[src/rtl/gsensor_spi_responder.sv]
// SPI mode-3 device end of the gsensor link: ADXL345-style 64-byte register file,
// oversampled in the clk_clk domain, with host-side sample streaming and write observation.
module gsensor_spi_responder #(
    parameter int unsigned SYNC_STAGES = 2,
    parameter logic [7:0]  DEVID       = 8'hE5
) (
    input  logic        clk_clk,
    input  logic        reset_reset,
    input  logic        gsensor_SS_n,
    input  logic        gsensor_SCLK,
    input  logic        gsensor_MOSI,
    output logic        gsensor_MISO,
    output logic        gsensor_INT,
    input  logic        sample_valid,
    input  logic [15:0] sample_x,
    input  logic [15:0] sample_y,
    input  logic [15:0] sample_z,
    output logic        reg_wr_valid,
    output logic [5:0]  reg_wr_addr,
    output logic [7:0]  reg_wr_data,
    output logic        busy
);

    typedef enum logic [2:0] {
        IDLE,
        CMD,
        WDATA,
        RDATA,
        WAIT_DESEL
    } state_t;

    // ---------------- input synchronisers and edge detect ----------------
    logic [SYNC_STAGES-1:0] ss_sync_q, sclk_sync_q, mosi_sync_q;
    logic                   ss_prev_q, sclk_prev_q;
    // Counts out the sync chain after reset so WAIT_DESEL only trusts a settled SS_n.
    logic [SYNC_STAGES:0]   settle_q;
    logic                   ss, sclk, mosi, settled;
    logic                   ss_rise, ss_fall, sclk_rise, sclk_fall;

    always_ff @(posedge clk_clk) begin
        if (reset_reset) begin
            ss_sync_q   <= '1;
            sclk_sync_q <= '1;
            mosi_sync_q <= '0;
            ss_prev_q   <= 1'b1;
            sclk_prev_q <= 1'b1;
            settle_q    <= '0;
        end else begin
            ss_sync_q   <= {ss_sync_q[SYNC_STAGES-2:0], gsensor_SS_n};
            sclk_sync_q <= {sclk_sync_q[SYNC_STAGES-2:0], gsensor_SCLK};
            mosi_sync_q <= {mosi_sync_q[SYNC_STAGES-2:0], gsensor_MOSI};
            ss_prev_q   <= ss;
            sclk_prev_q <= sclk;
            settle_q    <= {settle_q[SYNC_STAGES-1:0], 1'b1};
        end
    end

    assign ss        = ss_sync_q[SYNC_STAGES-1];
    assign sclk      = sclk_sync_q[SYNC_STAGES-1];
    assign mosi      = mosi_sync_q[SYNC_STAGES-1];
    assign settled   = settle_q[SYNC_STAGES];
    assign ss_rise   = ss & ~ss_prev_q;
    assign ss_fall   = ~ss & ss_prev_q;
    assign sclk_rise = sclk & ~sclk_prev_q;
    assign sclk_fall = ~sclk & sclk_prev_q;

    // ---------------- register storage ----------------
    logic [7:0]  regs_q [64];
    logic [47:0] smp_q;          // {Z, Y, X}, byte k maps to address 0x32+k
    logic [47:0] pend_smp_q;
    logic        pend_q;
    logic        dr_q;

    // ---------------- frame FSM ----------------
    state_t     state_q, state_d;
    logic [2:0] bitcnt_q, bitcnt_d;
    logic [6:0] sh_q, sh_d;
    logic [5:0] addr_q, addr_d;
    logic       mb_q, mb_d;
    logic [7:0] tx_q, tx_d;
    logic       miso_q, miso_d;
    logic       wr_vld_q, wr_vld_d;
    logic [5:0] wr_addr_q, wr_addr_d;
    logic [7:0] wr_data_q, wr_data_d;
    logic [7:0] byte_in;
    logic [5:0] rd_addr;
    logic [7:0] rd_byte;
    logic       rd_load;
    logic [2:0] sidx;

    assign byte_in = {sh_q, mosi};

    // Address of the byte that would be loaded for read on this SCLK rise.
    always_comb begin
        rd_addr = mb_q ? addr_q + 6'd1 : addr_q;
        if (state_q == CMD) rd_addr = byte_in[5:0];
    end

    always_comb begin
        sidx    = 3'(rd_addr - 6'h32);
        rd_byte = regs_q[rd_addr];
        if (rd_addr == 6'h00)
            rd_byte = DEVID;
        else if (rd_addr == 6'h30)
            rd_byte = {dr_q, 7'd0};
        else if (rd_addr >= 6'h32 && rd_addr <= 6'h37)
            rd_byte = smp_q[{sidx, 3'b000} +: 8];
    end

    always_ff @(posedge clk_clk) begin
        if (reset_reset) begin
            state_q   <= WAIT_DESEL;
            bitcnt_q  <= '0;
            sh_q      <= '0;
            addr_q    <= '0;
            mb_q      <= 1'b0;
            tx_q      <= '0;
            miso_q    <= 1'b0;
            wr_vld_q  <= 1'b0;
            wr_addr_q <= '0;
            wr_data_q <= '0;
        end else begin
            state_q   <= state_d;
            bitcnt_q  <= bitcnt_d;
            sh_q      <= sh_d;
            addr_q    <= addr_d;
            mb_q      <= mb_d;
            tx_q      <= tx_d;
            miso_q    <= miso_d;
            wr_vld_q  <= wr_vld_d;
            wr_addr_q <= wr_addr_d;
            wr_data_q <= wr_data_d;
        end
    end

    always_comb begin
        state_d   = state_q;
        bitcnt_d  = bitcnt_q;
        sh_d      = sh_q;
        addr_d    = addr_q;
        mb_d      = mb_q;
        tx_d      = tx_q;
        miso_d    = miso_q;
        wr_vld_d  = 1'b0;
        wr_addr_d = wr_addr_q;
        wr_data_d = wr_data_q;
        rd_load   = 1'b0;
        case (state_q)
            IDLE: begin
                if (ss_fall) begin
                    state_d  = CMD;
                    bitcnt_d = '0;
                end
            end
            CMD: begin
                if (sclk_rise) begin
                    sh_d     = byte_in[6:0];
                    bitcnt_d = bitcnt_q + 3'd1;
                    if (bitcnt_q == 3'd7) begin
                        addr_d = byte_in[5:0];
                        mb_d   = byte_in[6];
                        if (byte_in[7]) begin
                            state_d = RDATA;
                            rd_load = 1'b1;
                            tx_d    = rd_byte;
                        end else begin
                            state_d = WDATA;
                        end
                    end
                end
            end
            WDATA: begin
                if (sclk_rise) begin
                    sh_d     = byte_in[6:0];
                    bitcnt_d = bitcnt_q + 3'd1;
                    if (bitcnt_q == 3'd7) begin
                        wr_vld_d  = 1'b1;
                        wr_addr_d = addr_q;
                        wr_data_d = byte_in;
                        if (mb_q) addr_d = addr_q + 6'd1;
                    end
                end
            end
            RDATA: begin
                if (sclk_fall) begin
                    miso_d = tx_q[7];
                    tx_d   = {tx_q[6:0], 1'b0};
                end
                if (sclk_rise) begin
                    bitcnt_d = bitcnt_q + 3'd1;
                    if (bitcnt_q == 3'd7) begin
                        addr_d  = rd_addr;
                        rd_load = 1'b1;
                        tx_d    = rd_byte;
                    end
                end
            end
            WAIT_DESEL: begin
                if (settled && ss) state_d = IDLE;
            end
            default: state_d = WAIT_DESEL;
        endcase
        // Deselect aborts any partial byte: no write, no read-side effects.
        if (ss_rise && state_q != WAIT_DESEL) begin
            state_d  = IDLE;
            miso_d   = 1'b0;
            wr_vld_d = 1'b0;
            rd_load  = 1'b0;
        end
    end

    // ---------------- register file, sample path, DATA_READY ----------------
    function automatic logic writable(input logic [5:0] a);
        return !(a == 6'h00 || a == 6'h30 || (a >= 6'h32 && a <= 6'h37));
    endfunction

    always_ff @(posedge clk_clk) begin
        if (reset_reset) begin
            for (int i = 0; i < 64; i++) regs_q[i] <= '0;
            smp_q      <= '0;
            pend_smp_q <= '0;
            pend_q     <= 1'b0;
            dr_q       <= 1'b0;
        end else begin
            if (wr_vld_q && writable(wr_addr_q))
                regs_q[wr_addr_q] <= wr_data_q;
            if (rd_load && rd_addr >= 6'h32 && rd_addr <= 6'h37)
                dr_q <= 1'b0;
            // Later assignments win: a set in the same cycle overrides the clear above.
            if (sample_valid && ss) begin
                smp_q  <= {sample_z, sample_y, sample_x};
                dr_q   <= 1'b1;
                pend_q <= 1'b0;
            end else if (sample_valid) begin
                pend_smp_q <= {sample_z, sample_y, sample_x};
                pend_q     <= 1'b1;
            end else if (ss_rise && pend_q) begin
                smp_q  <= pend_smp_q;
                dr_q   <= 1'b1;
                pend_q <= 1'b0;
            end
        end
    end

    assign gsensor_MISO = miso_q;
    assign gsensor_INT  = dr_q;
    assign reg_wr_valid = wr_vld_q;
    assign reg_wr_addr  = wr_addr_q;
    assign reg_wr_data  = wr_data_q;
    assign busy         = ~ss;

endmodule

[config.mk]
export PLATFORM = sky130hd
export DESIGN_NAME = gsensor_spi_responder
export DESIGN_NICKNAME = d
export VERILOG_FILES = /design/src/rtl/gsensor_spi_responder.sv
export SDC_FILE = /design/constraint.sdc
export NUM_CORES = 1
export LEC_CHECK = 0
export CORE_AREA = 2 2 249 251
export DETAILED_ROUTE_END_ITERATION = 8
export DIE_AREA = 0 0 251 253
export GPL_ROUTABILITY_DRIVEN = 0
export PLACE_DENSITY = 0.77
export REMOVE_ABC_BUFFERS = 1
export SLEW_MARGIN = 30
export SYNTH_ARGS = -nofsm -noshare
export SYNTH_HDL_FRONTEND = slang
export SYNTH_SLANG_ARGS = --single-unit
export TNS_END_PERCENT = 50
[constraint.sdc]
create_clock -name clk_clk -period 3.4 [get_ports clk_clk]
set_input_delay 0.68 -clock clk_clk [delete_from_list [all_inputs] [get_ports clk_clk]]
set_output_delay 0.68 -clock clk_clk [all_outputs]
set_load 0.01 [all_outputs]
==> results.yml <==
worst_setup_path:
  cp.arrival_ns: 3.80
  worstPathMaxFanout: 28
  crit_type: "reg -> reg"
  critPathLaunchType: "flip-flop"
  cp_data_required_time_ns: 3.92
  cp_slowest_cell: "a21o_2"
  worst_path_largest_cell_delay_ns: 0.55
  crit_path_end_kind: "flip-flop"
  crit_top_cell: "buf_4"
  cp_cell_sequence: "buf_4 -> nor4b_1 -> buf_4 -> a21o_2 -> buf_12 -> nand2_1 -> a32oi_1 -> nand3_1 -> nand4_1 -> nor3_1 -> a2111oi_2"
layout:
  antenna_cells: 0
  fill_cells: 4821
  final_common_cell: "edfxtp_1"
  nets: 2820
  fin_cells: 3604
  layout-drive-gt1-share_pct: 13.3
  mostFrequentLayoutCells: "edfxtp_1 (500), and2_1 (450), nand2_1 (385), nor2_1 (182), buf_4 (149)"
  syn2layout_area_growth_pct: 15.1
power_and_ir_drop:
  ir_worst_vdd_uv: 334
  powerDensity_mw_per_mm2: 493
  leakagePower_nw: 12.5
timing:
  rsz0062_at_grt: "no"
  max_freq_ghz: 0.305
  fin_skew_ns: 0.0437
  slew_headroom_pct: 35.1
  hold_violations: 0
  hold_slack_ns: 0.413
  fin_crit_sh_pct: 96.5
  worst_pin_slew_ns: 0.974
  timing.final.ws_setup_ns: 0.119
  maxSlewViolCount: 0
  finalSetupViolations: 0
  min_period_ns: 3.28
detailed_routing:
  drc_errors: 1
  via_per_inst: 6.21
  wire_per_inst_um: 24.7
  ant_nets: 0
  dr.pass1.iters: 9
  drt_iter0_markers: 2938
  wl_mm: 88.9
  vias: 22400
clock_network:
  cts_sinks: 653
  clkLatencyLatePin_ns: 0.63
  cts_tree: "built"
  cts_buffers: 68
  cts-root-buf: "clkbuf_16"
  htree_levels: 3
  cts_hold_buf: 0
  clkSlewWorstSetupHoldPaths_ns: 0.07
  cts.path.max_buffers: 3
outcome:
  outcome: "complete, but fails checks"
  violations: "design-rule violations"
logic_synthesis:
  synthArstFlopShare_pct: 0
  syn_area_per_cell_um2: 11.6
  synthesis.area_mm2: 0.0302
  synthCells: 2614
  ys_ff_latch: 653
  synth.distinct_cells: 82
  synth-edff-count: 500
  ys.flop_type: "edfxtp_1"
  seq_area_frac_synth_pct: 59.8
  ys_warn_count: 0
placed_design:
  dpl_worst_slack_ns: -0.0261
  dp_cells: 3482
  port_buffers: 71
  dp_hpwl_mm: 58.4
run:
  maxCapViolations: 0
floorplanning:
  start_util_pct: 49.5
  die_h_um: 253
  dieWidth_um: 251
  io_pins: 72
  core_area_mm2: 0.0610
  num_rows: 91
  die_area_mm2: 0.0635
global_route:
  grt_pass1_vias: 22200
  grt_max_degree: 147
  grt-ovfl-total: 0
  grtUsageTotal_pct: 27.8
  antenna_found_initial: 3
  grt_pass1_wl_mm: 134
worst_hold_path:
  min_path_type: "reg -> reg"
==> power by group <==
group	leakage, nW	switching [mW]	internal [mW]
sequential	6.29	0.140	8.88
combinational	5.10	0.429	0.276
clock	1.07	3.15	4.27
total	12.5	3.71	13.4
==> final cells by class <==
cell class	instances	area [um2]	area share, %
sequential	653	18100	52.0
timing repair buffer	239	2210	6.34
inverter	7	26.3	0.0755
clock inverter	34	347	0.996
clock buffer	87	1820	5.24
tap	790	988	2.84
multi-input combinational	1794	11300	32.5
==> worst paths after layout <==
| kind | endpoint | slack, ns | startpoint | depth (start not counted) |
|---|---|---|---|---|
| max | tx_q[0] | 0.12 | state_q[0] | 11 |
| min | settle_q[1] | 0.41 | settle_q[0] | 1 |
| max reg2reg | tx_q[0] | 0.12 | state_q[0] | 11 |
| min reg2reg | settle_q[1] | 0.41 | settle_q[0] | 1 |
==> per-layer routing <==
metal | vias up | GRT usage (%) | share of wire (%)
li1 | 9618 | - | -
met1 | 10900 | 35.9 | 37
met3 | 284 | 6.54 | 12
met2 | 1582 | 44.7 | 46
met5 | - | 0.772 | 0.093
met4 | 6 | 12.6 | 4.6
==> logic make-up (layout without fill, tap and decap cells) <==
logic type / after synthesis / count (layout) / synth area share [%]
other: 1 / 52 / 0.0124
buffers and inverters: 218 / 367 / 3.60
xor gates and xnor gates: 5 / 5 / 0.145
DFF: 653 / 653 / 59.8
muxes: 149 / 149 / 8.04
and+or+nand+nor: 1254 / 1254 / 21.0
AOI/OAI and AO/OA: 331 / 331 / 7.31
adders and majority gates: 3 / 3 / 0.124
==> repair_timing <==
item / CTS / global route
gates cloned: 0 / 1
pin swaps: 0 / 1
buffers inserted: 0 / 0
endpoints found under the setup margin: 2 / 2
resized for setup: 2 / 2
==> synthesized netlist by cell type, drive strengths merged (25+ instances only) <==
| master | instances | area share [%] |
|---|---|---|
| a21oi | 95 | 1.6 |
| a311oi | 51 | 1.5 |
| a32oi | 25 | 0.72 |
| and2 | 450 | 9.3 |
| buf | 62 | 1.7 |
| clkbuf | 149 | 1.9 |
| dfxtp | 153 | 10 |
| edfxtp | 500 | 50 |
| mux2i | 77 | 2.6 |
| mux4 | 71 | 5.4 |
| nand2 | 388 | 4.8 |
| nand3 | 125 | 2.1 |
| nand4 | 27 | 0.56 |
| nor2 | 187 | 2.3 |
| o21ai | 78 | 1.3 |
==> sequential cells by signal (all words and copies together) (netlist names), 2 cells and up <==
| register | count |
|---|---|
| smp_q | 48 |
| regs_q | 500 |
| sh_q | 7 |
| tx_q | 8 |
| bitcnt_q | 3 |
| reg_wr_data | 8 |
| reg_wr_addr | 6 |
| sclk_sync_q | 2 |
| settle_q | 3 |
| pend_smp_q | 48 |
| mosi_sync_q | 2 |
| addr_q | 6 |
| ss_sync_q | 2 |
| state_q | 3 |
==> worst max-delay path: cells and delay by family (launching register included) <==
kind | cells | cell delay, ns
buf+inv | 3 | 0.63
compound gates | 3 | 1.30
flops | 1 | 0.45
simple gates | 5 | 0.79
==> stage by stage <==
stage	TNS (ns)	power (mW)	utilization (%)	area [um2]
floorplan	-152.03	9.47	-	29400
global placement	0	9.84	53.3	32600
detailed placement	-0.0261	9.87	53.4	32600
CTS	0	17.2	56.9	34800
global route	0	17.5	57.0	34800
finish	0	17.1	57.0	34800
No activity file was read; power rests on OpenSTA's default activity.
